**config.mk**
```make
export PLATFORM = sky130hd
export DESIGN_NAME = cam_ctrl
export DESIGN_NICKNAME = d
export VERILOG_FILES = /design/src/rtl/cam_ctrl.sv
export SDC_FILE = /design/constraint.sdc
export NUM_CORES = 1
export LEC_CHECK = 0
export BUFFER_PORTS_ARGS = -buffer_cell sky130_fd_sc_hd__buf_2
export CORE_UTILIZATION = 30
export DETAILED_ROUTE_END_ITERATION = 7
export PLACE_DENSITY = 0.53
export SLEW_MARGIN = 20
export SYNTH_ARGS = -nofsm -noshare
export SYNTH_HDL_FRONTEND = slang
export SYNTH_SLANG_ARGS = --single-unit
export TNS_END_PERCENT = 20
```
**constraint.sdc**
```tcl
create_clock -name clk -period 5.2 [get_ports clk]
set_input_delay 0.26 -clock clk [delete_from_list [all_inputs] [get_ports clk]]
set_output_delay 0.26 -clock clk [all_outputs]
set_load 0.01 [all_outputs]
```
**src/rtl/cam_ctrl.sv**
```systemverilog
// Request-side CAM controller: sequences LOOKUP/INSERT/DELETE/CLEAR commands
// into CAM search/write cycles, tracks occupancy with a bitmap and returns
// status/index over a valid/ready response channel.
module cam_ctrl #(
  parameter int unsigned KEY_WIDTH  = 32,
  parameter int unsigned KEY_DEPTH  = 16,
  parameter int unsigned ADDR_WIDTH = $clog2(KEY_DEPTH)
) (
  input  logic                  clk,
  input  logic                  rst_n,
  input  logic                  req_valid,
  output logic                  req_ready,
  input  logic [1:0]            req_op,
  input  logic [KEY_WIDTH-1:0]  req_key,
  output logic                  resp_valid,
  input  logic                  resp_ready,
  output logic [1:0]            resp_status,
  output logic [ADDR_WIDTH-1:0] resp_index,
  output logic [ADDR_WIDTH:0]   occ_count,
  output logic [ADDR_WIDTH-1:0] cam_addr,
  output logic                  cam_addr_vld,
  output logic                  cam_we,
  output logic [KEY_WIDTH-1:0]  cam_data,
  output logic                  cam_data_vld,
  input  logic                  cam_hit,
  input  logic [ADDR_WIDTH-1:0] cam_hit_addr
);

  localparam int unsigned OCC_W = ADDR_WIDTH + 1;

  typedef enum logic [2:0] {
    S_IDLE, S_SEARCH, S_WRITE, S_CLEAR, S_RESP
  } state_e;

  typedef enum logic [1:0] {
    OP_LOOKUP = 2'd0, OP_INSERT = 2'd1, OP_DELETE = 2'd2, OP_CLEAR = 2'd3
  } op_e;

  localparam logic [1:0] ST_OK       = 2'd0;
  localparam logic [1:0] ST_DUP      = 2'd1;
  localparam logic [1:0] ST_NOTFOUND = 2'd2;
  localparam logic [1:0] ST_FULL     = 2'd3;

  state_e                state_q, state_d;
  op_e                   op_q, op_d;
  logic [KEY_WIDTH-1:0]  key_q, key_d;
  logic [ADDR_WIDTH-1:0] target_q, target_d;
  logic [ADDR_WIDTH-1:0] cnt_q, cnt_d;
  logic [KEY_DEPTH-1:0]  bitmap_q, bitmap_d;
  logic [OCC_W-1:0]      occ_q, occ_d;

  logic                  req_ready_q, req_ready_d;
  logic                  resp_valid_q, resp_valid_d;
  logic [1:0]            resp_status_q, resp_status_d;
  logic [ADDR_WIDTH-1:0] resp_index_q, resp_index_d;
  logic [ADDR_WIDTH-1:0] cam_addr_q, cam_addr_d;
  logic                  cam_addr_vld_q, cam_addr_vld_d;
  logic                  cam_we_q, cam_we_d;
  logic [KEY_WIDTH-1:0]  cam_data_q, cam_data_d;
  logic                  cam_data_vld_q, cam_data_vld_d;

  logic [ADDR_WIDTH-1:0] free_idx;
  logic                  full;

  // Lowest clear bitmap position is the next allocation slot.
  always_comb begin
    free_idx = '0;
    for (int i = int'(KEY_DEPTH) - 1; i >= 0; i--) begin
      if (!bitmap_q[i]) free_idx = ADDR_WIDTH'(i);
    end
  end

  assign full = (occ_q == OCC_W'(KEY_DEPTH));

  // Occupancy count is the popcount of the next bitmap, so both update together.
  always_comb begin
    occ_d = '0;
    for (int i = 0; i < int'(KEY_DEPTH); i++) begin
      occ_d = occ_d + OCC_W'(bitmap_d[i]);
    end
  end

  // Next-state and next-output logic; CAM strobes default low every cycle.
  always_comb begin
    state_d        = state_q;
    op_d           = op_q;
    key_d          = key_q;
    target_d       = target_q;
    cnt_d          = cnt_q;
    bitmap_d       = bitmap_q;
    resp_valid_d   = resp_valid_q;
    resp_status_d  = resp_status_q;
    resp_index_d   = resp_index_q;
    cam_addr_d     = '0;
    cam_addr_vld_d = 1'b0;
    cam_we_d       = 1'b0;
    cam_data_d     = '0;
    cam_data_vld_d = 1'b0;

    unique case (state_q)
      S_IDLE: begin
        if (req_valid && req_ready_q) begin
          op_d  = op_e'(req_op);
          key_d = req_key;
          if (op_e'(req_op) == OP_CLEAR) begin
            state_d        = S_CLEAR;
            cnt_d          = '0;
            cam_addr_vld_d = 1'b1;
            cam_we_d       = 1'b1;
          end else begin
            state_d        = S_SEARCH;
            cam_data_d     = req_key;
            cam_data_vld_d = 1'b1;
          end
        end
      end

      S_SEARCH: begin
        state_d       = S_RESP;
        resp_valid_d  = 1'b1;
        resp_status_d = ST_OK;
        resp_index_d  = '0;
        unique case (op_q)
          OP_LOOKUP: begin
            if (cam_hit) resp_index_d  = cam_hit_addr;
            else         resp_status_d = ST_NOTFOUND;
          end
          OP_INSERT: begin
            if (cam_hit) begin
              resp_status_d = ST_DUP;
              resp_index_d  = cam_hit_addr;
            end else if (full) begin
              resp_status_d = ST_FULL;
            end else begin
              state_d        = S_WRITE;
              resp_valid_d   = 1'b0;
              target_d       = free_idx;
              cam_addr_d     = free_idx;
              cam_addr_vld_d = 1'b1;
              cam_we_d       = 1'b1;
              cam_data_d     = key_q;
              cam_data_vld_d = 1'b1;
            end
          end
          OP_DELETE: begin
            if (cam_hit) begin
              state_d        = S_WRITE;
              resp_valid_d   = 1'b0;
              target_d       = cam_hit_addr;
              cam_addr_d     = cam_hit_addr;
              cam_addr_vld_d = 1'b1;
              cam_we_d       = 1'b1;
            end else begin
              resp_status_d = ST_NOTFOUND;
            end
          end
          default: ;
        endcase
      end

      S_WRITE: begin
        bitmap_d[target_q] = (op_q == OP_INSERT);
        state_d            = S_RESP;
        resp_valid_d       = 1'b1;
        resp_status_d      = ST_OK;
        resp_index_d       = target_q;
      end

      S_CLEAR: begin
        bitmap_d[cnt_q] = 1'b0;
        if (cnt_q == ADDR_WIDTH'(KEY_DEPTH - 1)) begin
          state_d       = S_RESP;
          resp_valid_d  = 1'b1;
          resp_status_d = ST_OK;
          resp_index_d  = '0;
        end else begin
          cnt_d          = cnt_q + ADDR_WIDTH'(1);
          cam_addr_d     = cnt_q + ADDR_WIDTH'(1);
          cam_addr_vld_d = 1'b1;
          cam_we_d       = 1'b1;
        end
      end

      S_RESP: begin
        if (resp_ready) begin
          state_d       = S_IDLE;
          resp_valid_d  = 1'b0;
          resp_status_d = ST_OK;
          resp_index_d  = '0;
        end
      end

      default: state_d = S_IDLE;
    endcase

    req_ready_d = (state_d == S_IDLE);
  end

  // State, bitmap and registered outputs.
  always_ff @(posedge clk or negedge rst_n) begin
    if (!rst_n) begin
      state_q        <= S_IDLE;
      op_q           <= OP_LOOKUP;
      key_q          <= '0;
      target_q       <= '0;
      cnt_q          <= '0;
      bitmap_q       <= '0;
      occ_q          <= '0;
      req_ready_q    <= 1'b0;
      resp_valid_q   <= 1'b0;
      resp_status_q  <= '0;
      resp_index_q   <= '0;
      cam_addr_q     <= '0;
      cam_addr_vld_q <= 1'b0;
      cam_we_q       <= 1'b0;
      cam_data_q     <= '0;
      cam_data_vld_q <= 1'b0;
    end else begin
      state_q        <= state_d;
      op_q           <= op_d;
      key_q          <= key_d;
      target_q       <= target_d;
      cnt_q          <= cnt_d;
      bitmap_q       <= bitmap_d;
      occ_q          <= occ_d;
      req_ready_q    <= req_ready_d;
      resp_valid_q   <= resp_valid_d;
      resp_status_q  <= resp_status_d;
      resp_index_q   <= resp_index_d;
      cam_addr_q     <= cam_addr_d;
      cam_addr_vld_q <= cam_addr_vld_d;
      cam_we_q       <= cam_we_d;
      cam_data_q     <= cam_data_d;
      cam_data_vld_q <= cam_data_vld_d;
    end
  end

  assign req_ready    = req_ready_q;
  assign resp_valid   = resp_valid_q;
  assign resp_status  = resp_status_q;
  assign resp_index   = resp_index_q;
  assign occ_count    = occ_q;
  assign cam_addr     = cam_addr_q;
  assign cam_addr_vld = cam_addr_vld_q;
  assign cam_we       = cam_we_q;
  assign cam_data     = cam_data_q;
  assign cam_data_vld = cam_data_vld_q;

endmodule

```
Word-level counts from Yosys, hierarchy flattened

Cells that the tools add are included.

Add/subtract/negate cells: 16
$lt $le $gt $ge: 4
Eq/ne operators: 17
Muxes and demuxes: 81
Bitwise operators: 2
Reduce and logical (&&, ||, !) cells: 15

Operator list:

| operator                                             | number |
|---|---|
| 2-to-1 mux 32 bit                                    | 5 |
| 2-to-1 mux 4 bit                                     | 29 |
| case mux 32 bit (2 select lines)                     | 1 |
| adder 5 x 1 -> 5 bit                                 | 11 |
| case mux 16 bit (2 select lines)                     | 1 |
| case mux 4 bit (2 select lines)                      | 4 |
| 2-to-1 mux 3 bit                                     | 6 |
| bitwise AND 16 bit                                   | 1 |
| bitwise mux 16 bit                                   | 1 |
| 2-to-1 mux 1 bit                                     | 16 |
| inequality test 2 bit (second input constant)        | 8 |
| inverter 16 bit                                      | 1 |
| case mux 4 bit (4 select lines)                      | 1 |
| case mux 3 bit (5 select lines)                      | 1 |
| 2-to-1 mux 2 bit                                     | 6 |
| < comparator 4 x 5 -> 1 bit (second input constant)  | 2 |
| demux 1 bit (select 4 bit)                           | 2 |
| >= comparator 4 x 1 -> 1 bit (second input constant) | 2 |
| case mux 2 bit (4 select lines)                      | 1 |
| == test 3 x 2 -> 1 bit (second input constant)       | 2 |
| logical NOT 3 bit                                    | 2 |
| case mux 1 bit (2 select lines)                      | 3 |
| case mux 3 bit (2 select lines)                      | 1 |
| adder 4 x 1 -> 5 bit                                 | 1 |
| other kinds (22)                                     | 27 |

Bits in registers: 112
Bits of input ports: 43
Output and inout port bits: 52

Longest topological paths before layout

Gate-level depths: netlist of run 1.

Depth after elaboration: 22
Depth in mapped cells: 18

Least setup slack after synthesis of run 1

No wires, ideal clock.

Path type: flip-flop to flip-flop
Start: register op_q[1]
End: register occ_q[4] (netlist: occ_count[4])
Arrival time: 4.352 ns
Required time: 5.136 ns
Setup slack: 0.783 ns
Stages on the path, launching flop included: 18
Buffers on the path: 2
Cell sequence: dfrtp_1 -> inv_1 -> ha_1 -> clkbuf_1 -> clkbuf_1 -> a31oi_1 -> fa_1 -> inv_1 -> fa_1 -> fa_1 -> inv_1 -> fa_1 -> inv_1 -> ha_1 -> inv_1 -> fa_1 -> nor2b_1 -> o21a_1

Cells in the longest elaborated chain, start to end: 18

Ends and longest elaborated chain:

| item                                | RTL line | text |
|---|---|---|
| start, declared                     | 45       | `op_e op_q, op_d;` |
| start signal, assigned              | 220      | `op_q <= op_d;` |
| == test 2 x 1 -> 1 bit *            | 162      | `bitmap_d[target_q] = (op_q == OP_INSERT);` |
| bitwise mux 16 bit *                | 162      |  |
| case mux 16 bit (2 select lines) *  | 100      | `unique case (state_q)` |
| adder 1 x 1 -> 2 bit                | 79       | `occ_d = occ_d + OCC_W'(bitmap_d[i]);` |
| adder 2 x 1 -> 3 bit                | 79       |  |
| adder 3 x 1 -> 4 bit                | 79       |  |
| adder 4 x 1 -> 5 bit                | 79       |  |
| adder 5 x 1 -> 5 bit (10 in series) | 79       |  |
| adder 5 x 1 -> 5 bit *              | 79       |  |
| via occ_d[4]                        | 50       | `logic [OCC_W-1:0] occ_q, occ_d;` |
| end signal, assigned                | 208      | `occ_q <= '0;` |
| end signal, assigned                | 225      | `occ_q <= occ_d;` |
| end, declared                       | 50       |  |

The timed path passes the listed nets; every way through them passes the cells marked *.
A chain may end at the register's enable or synchronous reset.

Final worst setup path of run 1

Start: register state_q[0]
End: register occ_q[4] (netlist: occ_count[4])

Cells in the longest elaborated chain, start to end: 17
Elaborated cells on any way between the ends: 18
Classes of those cells: add/sub: 15; eq/ne: 2; mux: 1

Ends and longest elaborated chain:

| item                                | RTL line | text |
|---|---|---|
| start, declared                     | 44       | `state_e state_q, state_d;` |
| start signal, assigned              | 219      | `state_q <= state_d;` |
| == test 3 x 2 -> 1 bit              | 100      |  |
| case mux 16 bit (2 select lines) *  | 100      |  |
| adder 1 x 1 -> 2 bit                | 79       |  |
| adder 2 x 1 -> 3 bit                | 79       |  |
| adder 3 x 1 -> 4 bit                | 79       |  |
| adder 4 x 1 -> 5 bit                | 79       |  |
| adder 5 x 1 -> 5 bit (10 in series) | 79       |  |
| adder 5 x 1 -> 5 bit *              | 79       |  |
| via occ_d[4]                        | 50       |  |

Marks and branches as above.

==> out/metrics.yaml, run 1 <==
die-height_um: 136
layout.nets: 619
ys_seq_area_share_pct: 52.4
postLayoutCellArea_mm2: 0.00639
crit_path_max_fanout: 12
timing.critical_path.required_ns: 5.50
routed_wire_per_std_cell_um: 16.5
power_leakage_nw: 3.13
synth.avg_cell_area_um2: 11.6
gp_weighted_congestion: 0.854
pwr_density_cell_mw_per_mm2: 484
maximum_number_of_pins_on_one_net_before_global_route_repair: 77
clockPowerShare_pct: 22.7
synth_enable_flop_cells: 0
grt_overflow_total: 0
via_per_inst: 4.98
cts-hold-fix-buffers: 0
detailroute.via_count: 3892
syn-cell-area_mm2: 0.00535
dpl.cell_count: 764
period_share_pct: 93.2
cts_inserted_buffers: 9
unrepaired_setup_endpoints_after_global_routing: "no"
final_antenna_net_count: 0
power_frac_comb_pct: 34.5
starting_utilization_of_the_core_area_pct: 30.8
area_delta_synth_final_pct: 19.5
power.internal_mw: 2.01
max_clock_freq_mhz: 206
cp.arrival_ns: 5.14
worstSkewPairLatency_ns: 0.36
max_root_sink_buffers: 2
fin_cells: 782
final.min_clock_period_ns: 4.85
postSynthRegisterBits: 112
max-vdd-ir-drop_mv: 0.224
wirelength_um: 12900
timing.max_slew.rel_slack_pct: 55.9
finalHoldViolations: 0
seq_power_share_pct: 42.8
grt.total_usage_pct: 15.1
dr.pass1.iters: 5
place.detailed.hpwl_um: 9400
floorplan.die_area_mm2: 0.0184
dominantRegCellSynth: "dfrtp_1"
boundaryPins: 95
std_cell_rows: 48
final_layout_size_suffix_gt1_share_pct: 29.8
netlist_instances: 460
clock-sinks: 112
switching_fraction_pct: 34.9
cap_viol_max_count: 0
insertedDiodeCount: 0
placed_cell_area_mm2: 0.00603
totalNegativeSetupSlack_ns: 0
clock_tree_from_tritoncts: "built"
design.core.area_mm2: 0.0174
setup_buffers_after_cts: 0
worst_pin_slew_ns: 0.656
detail_route.drc_violations: 0
ctsHtreeMaxLevel: 3
switchingPower_mw: 1.08
first_pass_grt_wire_length_um: 21100
nFillCells: 1698
timing_worst_setup_path_type: "register to register"
worst_min_path_class: "input port to register"
finalSetupViolCount: 0
drt_first_iter_violations: 227
die_width_um: 136
crit_path_end_kind: "register"
synthDistinctLibCells: 58
post_synth_net_total: 526
finClkSkew_ns: 0.00649
yosys_warnings: 0
cts_resizes: 0
cts.root.buffer_cell: "clkbuf_16"
port_buffers: 94
crit_path_start_kind: "register"
initial_antenna_violation_count: 0
clk_pin_slew_worst_paths_ns: 0.07
report.final.slew_viol_count: 0
number_of_global_route_vias_before_repair: 4040
asyncSetResetFlopFracSynth_pct: 100
status: "completed"
[Yosys cell counts (6+ instances only)]
library cell / instances / area (um^2)
nand2b_1: 6 / 37.5
a22o_1: 33 / 289
dfrtp_1: 112 / 2800
nor2_1: 22 / 82.6
fa_1: 10 / 200
a21oi_1: 15 / 75.1
o21ai_0: 24 / 120
a31oi_1: 7 / 43.8
and2_1: 7 / 43.8
clkbuf_1: 6 / 22.5
buf_4: 9 / 67.6
ha_1: 13 / 163
mux2_2: 34 / 383
inv_1: 30 / 113
nand2_1: 37 / 139
[final cells by class]
class | count | area, um^2 | area share [%]
Clock buffer | 10 | 239 | 3.74
Inverter | 31 | 116 | 1.82
Timing Repair Buffer | 102 | 576 | 9.01
Multi-Input combinational cell | 297 | 2320 | 36.3
Tap cell | 225 | 282 | 4.41
Sequential cell | 112 | 2800 | 43.9
Clock inverter | 5 | 57.6 | 0.901
[per-stage QoR]
step / hold slack, ns / setup WS (ns) / power, mW / utilization, %
2_1_floorplan: -0.0356 / 0.783 / 2.05 / -
3_3_place_gp: 0.477 / 0.532 / 2.36 / 34.7
3_5_place_dp: 0.481 / 0.414 / 2.39 / 34.7
4_1_cts: 0.113 / 0.393 / 3.11 / 36.4
5_1_grt: 0.126 / 0.105 / 3.30 / 36.8
6_report: 0.126 / 0.352 / 3.09 / 36.8
[power by group through the flow]
stage,clock [mW],sequential [mW],combinational [mW]
after floorplan,0,1.33,0.723
after global placement,0,1.32,1.04
after detailed placement,0,1.34,1.06
after CTS,0.724,1.32,1.06
after global routing,0.756,1.36,1.18
final,0.701,1.32,1.07
[routing by layer]
layer  routed length [um]  GRT usage (%)  up-vias
li1                     -              -     1822
met4                  314           6.30        0
met2                 5810           23.1      127
met3                 1260           5.39       20
met1                 5530           19.1     1923
met5                    0              0        -
[worst max-delay path: stages, from the launching register on]
cell	delay, ns
dfrtp_1	0.48
nor3b_4	0.37
nand2_1	0.14
nor2_2	0.41
a31oi_1	0.20
a41oi_1	0.27
fa_1	0.45
inv_1	0.07
fa_1	0.43
fa_1	0.54
inv_1	0.05
fa_1	0.44
inv_1	0.06
ha_1	0.16
inv_1	0.06
fa_1	0.39
nor2b_1	0.13
o21a_1	0.11
[sequential cells by signal, indices dropped and copies added (netlist names)]
signal / count
bitmap_q: 16
resp_status: 2
cam_data: 32
cnt_q: 4
resp_valid: 1
req_ready: 1
op_q: 2
target_q: 4
cam_we: 1
cam_data_vld: 1
resp_index: 4
state_q: 3
key_q: 32
occ_count: 5
cam_addr: 4
[cell families after synthesis]
logic type	Yosys count	share of synthesized area, %
adder cells (fa/ha/maj)	23	6.79
buffers and inverters	51	4.45
AND/OR/NAND/NOR	105	9.99
XOR/XNOR	4	0.655
flip-flops	112	52.4
multiplexers	41	8.56
AO/OA/AOI/OAI	124	17.2
[final timing paths]
path,cells after the start,to,slack (ns),start
hold / removal,2,cam_data[10]$_DFF_PN0_,0.13,req_key[10]
setup reg to reg,17,occ_count[4]$_DFF_PN0_,0.35,state_q[0]$_DFF_PN0_
hold reg to reg,1,cam_data[6]$_DFF_PN0_,0.50,key_q[6]$_DFFE_PN0P_
setup / recovery,17,occ_count[4]$_DFF_PN0_,0.35,state_q[0]$_DFF_PN0_
max in group asynchronous,3,cam_data[8]$_DFF_PN0_,4.05,rst_n
min in group asynchronous,2,bitmap_q[8]$_DFF_PN0_,0.37,rst_n
[placed cells by master, fill, tap and decap left out, types with 3 or more instances in the layout]
master     Yosys  routed
a21o_1         5       5
a21oi_1       15      15
a221o_1        4       4
a22o_1        33      33
a22oi_1        3       3
a31o_2         3       3
a31oi_1        7       7
and2_1         7       7
buf_2          4      93
buf_4          9       6
clkbuf_16      0       9
dfrtp_1      112     112
fa_1          10      10
ha_1          13      13
inv_1         30      30
mux2_1         4       4
mux2_2        34      34
mux2i_1        3       3
nand2_1       37      37
nand2b_1       6       6
nand3_1        5       5
nand4_1        5       5
nor2_1        22      21
nor2b_1        3       3
nor3_1         4       4
o211ai_1       4       4
o21a_1         5       5
o21ai_0       24      24
o31ai_1        3       3
Note: power is estimated with default switching activity, not from simulation.
==> run 2, diff against run 1 <==
- BUFFER_PORTS_ARGS: -buffer_cell sky130_fd_sc_hd__buf_2 -> -buffer_cell sky130_fd_sc_hd__buf_4
- CELL_PAD_IN_SITES_DETAIL_PLACEMENT: not set -> 0
- CELL_PAD_IN_SITES_GLOBAL_PLACEMENT: not set -> 1
- PLACE_DENSITY: 0.53 -> 0.63
==> run 2 against run 1 <==
Effect of this change:
- the run now ends with negative hold slack left
- clock skew up 0.0022 ns
- routed wire length rose by 3.2%
- total power rose by 1.3%
- register-to-register slack better by 0.10 ns
- first-iteration DRC count is 26% lower
- global-route usage up 0.60 points
- sequential share of layout area fell by 1.3 points
- non-clock buffer count is 2 lower
- final area is 3.0% higher
- worst setup slack improved by 0.10 ns
- sequential power is essentially flat
- largest cell class unchanged
- highest routed layer unchanged
==> out/metrics.yaml, run 2 (synthesized netlist as in run 1, its figures left out) <==
grt.total_usage_pct: 15.7  # was 15.1%
unrepaired_setup_endpoints_after_global_routing: "no"  # unchanged
port_buffers: 94  # unchanged
max_root_sink_buffers: 2  # unchanged
crit_path_start_kind: "register"  # unchanged
design.core.area_mm2: 0.0174  # unchanged
period_share_pct: 91.3  # was 93.2%
first_pass_grt_wire_length_um: 21800  # was 21100 um
pwr_density_cell_mw_per_mm2: 476  # was 484 mW/mm^2
final.min_clock_period_ns: 4.75  # was 4.85 ns
final.hold.worst_slack_ns: -0.00360  # was 0.126 ns
finalSetupViolCount: 0  # unchanged
fin_cells: 780  # was 782
max_clock_freq_mhz: 211  # was 206 MHz
cts_inserted_buffers: 9  # unchanged
max-vdd-ir-drop_mv: 0.221  # was 0.224 mV
postLayoutCellArea_mm2: 0.00658  # was 0.00639 mm^2
violations: "negative hold slack"
worstSkewPairLatency_ns: 0.36  # about the same
std_cell_rows: 48  # unchanged
clock-sinks: 112  # unchanged
routed_wire_per_std_cell_um: 17.1  # was 16.5 um
timing.critical_path.required_ns: 5.50  # about the same
initial_antenna_violation_count: 0  # unchanged
number_of_global_route_vias_before_repair: 4073  # was 4040
cp.arrival_ns: 5.04  # was 5.14 ns
via_per_inst: 5.02  # was 4.98
mostFrequentLayoutCells: "dfrtp_1, buf_4, nand2_1, mux2_2, a22o_1"  # was dfrtp_1, buf_2, nand2_1, mux2_2, a22o_1
placed_cell_area_mm2: 0.00626  # was 0.00603 mm^2
report.final.slew_viol_count: 0  # unchanged
dpl.cell_count: 764  # unchanged
crit_path_end_kind: "register"  # unchanged
clk_pin_slew_worst_paths_ns: 0.08  # was 0.07 ns
finClkSkew_ns: 0.00871  # was 0.00649 ns
finalCoreUtilization_pct: 37.9  # was 36.8%
final_layout_size_suffix_gt1_share_pct: 29.7  # was 29.8%
detailroute.via_count: 3917  # was 3892
grt_overflow_total: 0  # unchanged
insertedDiodeCount: 0  # unchanged
layout.cells.most_common: "dfrtp_1"  # unchanged
worst_min_path_class: "input port to async pin"  # was input port to register
final_antenna_net_count: 0  # unchanged
crit_path_max_fanout: 12  # unchanged
cap_viol_max_count: 0  # unchanged
totalNegativeSetupSlack_ns: 0  # unchanged
place.detailed.hpwl_um: 9720  # was 9400 um
cts.root.buffer_cell: "clkbuf_16"  # unchanged
ctsHtreeMaxLevel: 3  # unchanged
floorplan.die_area_mm2: 0.0184  # unchanged
starting_utilization_of_the_core_area_pct: 30.8  # unchanged
die_width_um: 136  # unchanged
boundaryPins: 95  # unchanged
worst_pin_slew_ns: 0.815  # was 0.656 ns
timing.max_slew.rel_slack_pct: 45.7  # was 55.9%
drt_first_iter_violations: 169  # was 227
finalHoldViolations: 2  # was 0
wirelength_um: 13300  # was 12900 um
area_delta_synth_final_pct: 23.0  # was 19.5%
timing_worst_setup_path_type: "register to register"  # unchanged
layout.nets: 617  # was 619
clock_tree_from_tritoncts: "built"  # unchanged
dr.pass1.iters: 5  # unchanged
die-height_um: 136  # unchanged
status: "finished, violations left"  # was completed
detail_route.drc_violations: 0  # unchanged
maximum_number_of_pins_on_one_net_before_global_route_repair: 64  # was 77
power_leakage_nw: 3.15  # was 3.13 nW
gp_weighted_congestion: 0.886  # was 0.854
-- run 2: cell count changes in the layout (fill, tap and decap cells not counted), sizes merged --
cell         previous run  this run
buf                   101       100
dlygate4sd3             1         0
inv                    31        32
bufinv                  1         0
-- run 2: path summary, 6_finish.rpt --
path | startpoint | end | slack, ns | depth (start not counted)
min in group clk | req_key[16] | cam_data[16]$_DFF_PN0_ | 0.12 | 2
hold / removal | rst_n | resp_index[0]$_DFFE_PN0P_ | -0.004 | 1
setup / recovery | state_q[0]$_DFF_PN0_ | occ_count[4]$_DFF_PN0_ | 0.45 | 17
hold reg to reg | key_q[22]$_DFFE_PN0P_ | cam_data[22]$_DFF_PN0_ | 0.50 | 1
setup reg to reg | state_q[0]$_DFF_PN0_ | occ_count[4]$_DFF_PN0_ | 0.45 | 17
max in group asynchronous | rst_n | cam_data[10]$_DFF_PN0_ | 4.06 | 2
-- run 2: power breakdown --
group | internal, mW | switching, mW | total [mW]
logic | 0.538 | 0.585 | 1.12
registers | 1.14 | 0.181 | 1.32
clock network | 0.346 | 0.340 | 0.686
-- run 2: worst max-delay path: stages (launching register included) --
cell     delay (ns)
dfrtp_1        0.48
nor3b_4        0.40
nand2_1        0.17
nor2_4         0.27
a31oi_1        0.15
a41oi_1        0.27
fa_1           0.47
inv_1          0.08
fa_1           0.43
fa_1           0.54
inv_1          0.05
fa_1           0.45
inv_1          0.07
ha_1           0.16
inv_1          0.06
fa_1           0.40
nor2b_1        0.13
o21a_1         0.11
-- run 2: area by class of cell --
| class | instances | area (um^2) |
|---|---|---|
| clock buffers | 10 | 239 |
| clock inverters | 5 | 53.8 |
| repair buffers | 100 | 763 |
| multi-input cells | 297 | 2320 |
| well taps | 225 | 282 |
| fillers | 1695 | 10800 |
| flip-flops and latches | 112 | 2800 |
| inverters | 31 | 116 |
-- run 2: metal layers --
metal | global-route usage (%) | vias to the layer above | part of all wire (%)
li1 | - | 1816 | -
met1 | 20.5 | 1956 | 43
met2 | 23.6 | 128 | 45
met3 | 5.46 | 17 | 9.7
met4 | 6.30 | 0 | 1.6
met5 | 0 | - | 0
-- run 2: repair_timing --
action,CTS,global route
setup buffers,0,0
hold endpoints to repair,0,0
hold buffers,0,0
gates resized for setup,0,1
endpoints found under the setup margin,0,1
-- run 2: stage by stage --
stage	total power, mW	setup slack [ns]
floorplan	2.05	0.783
global placement	2.43	0.511
detailed placement	2.46	0.379
CTS	3.16	0.328
global route	3.36	0.125
finish	3.13	0.454
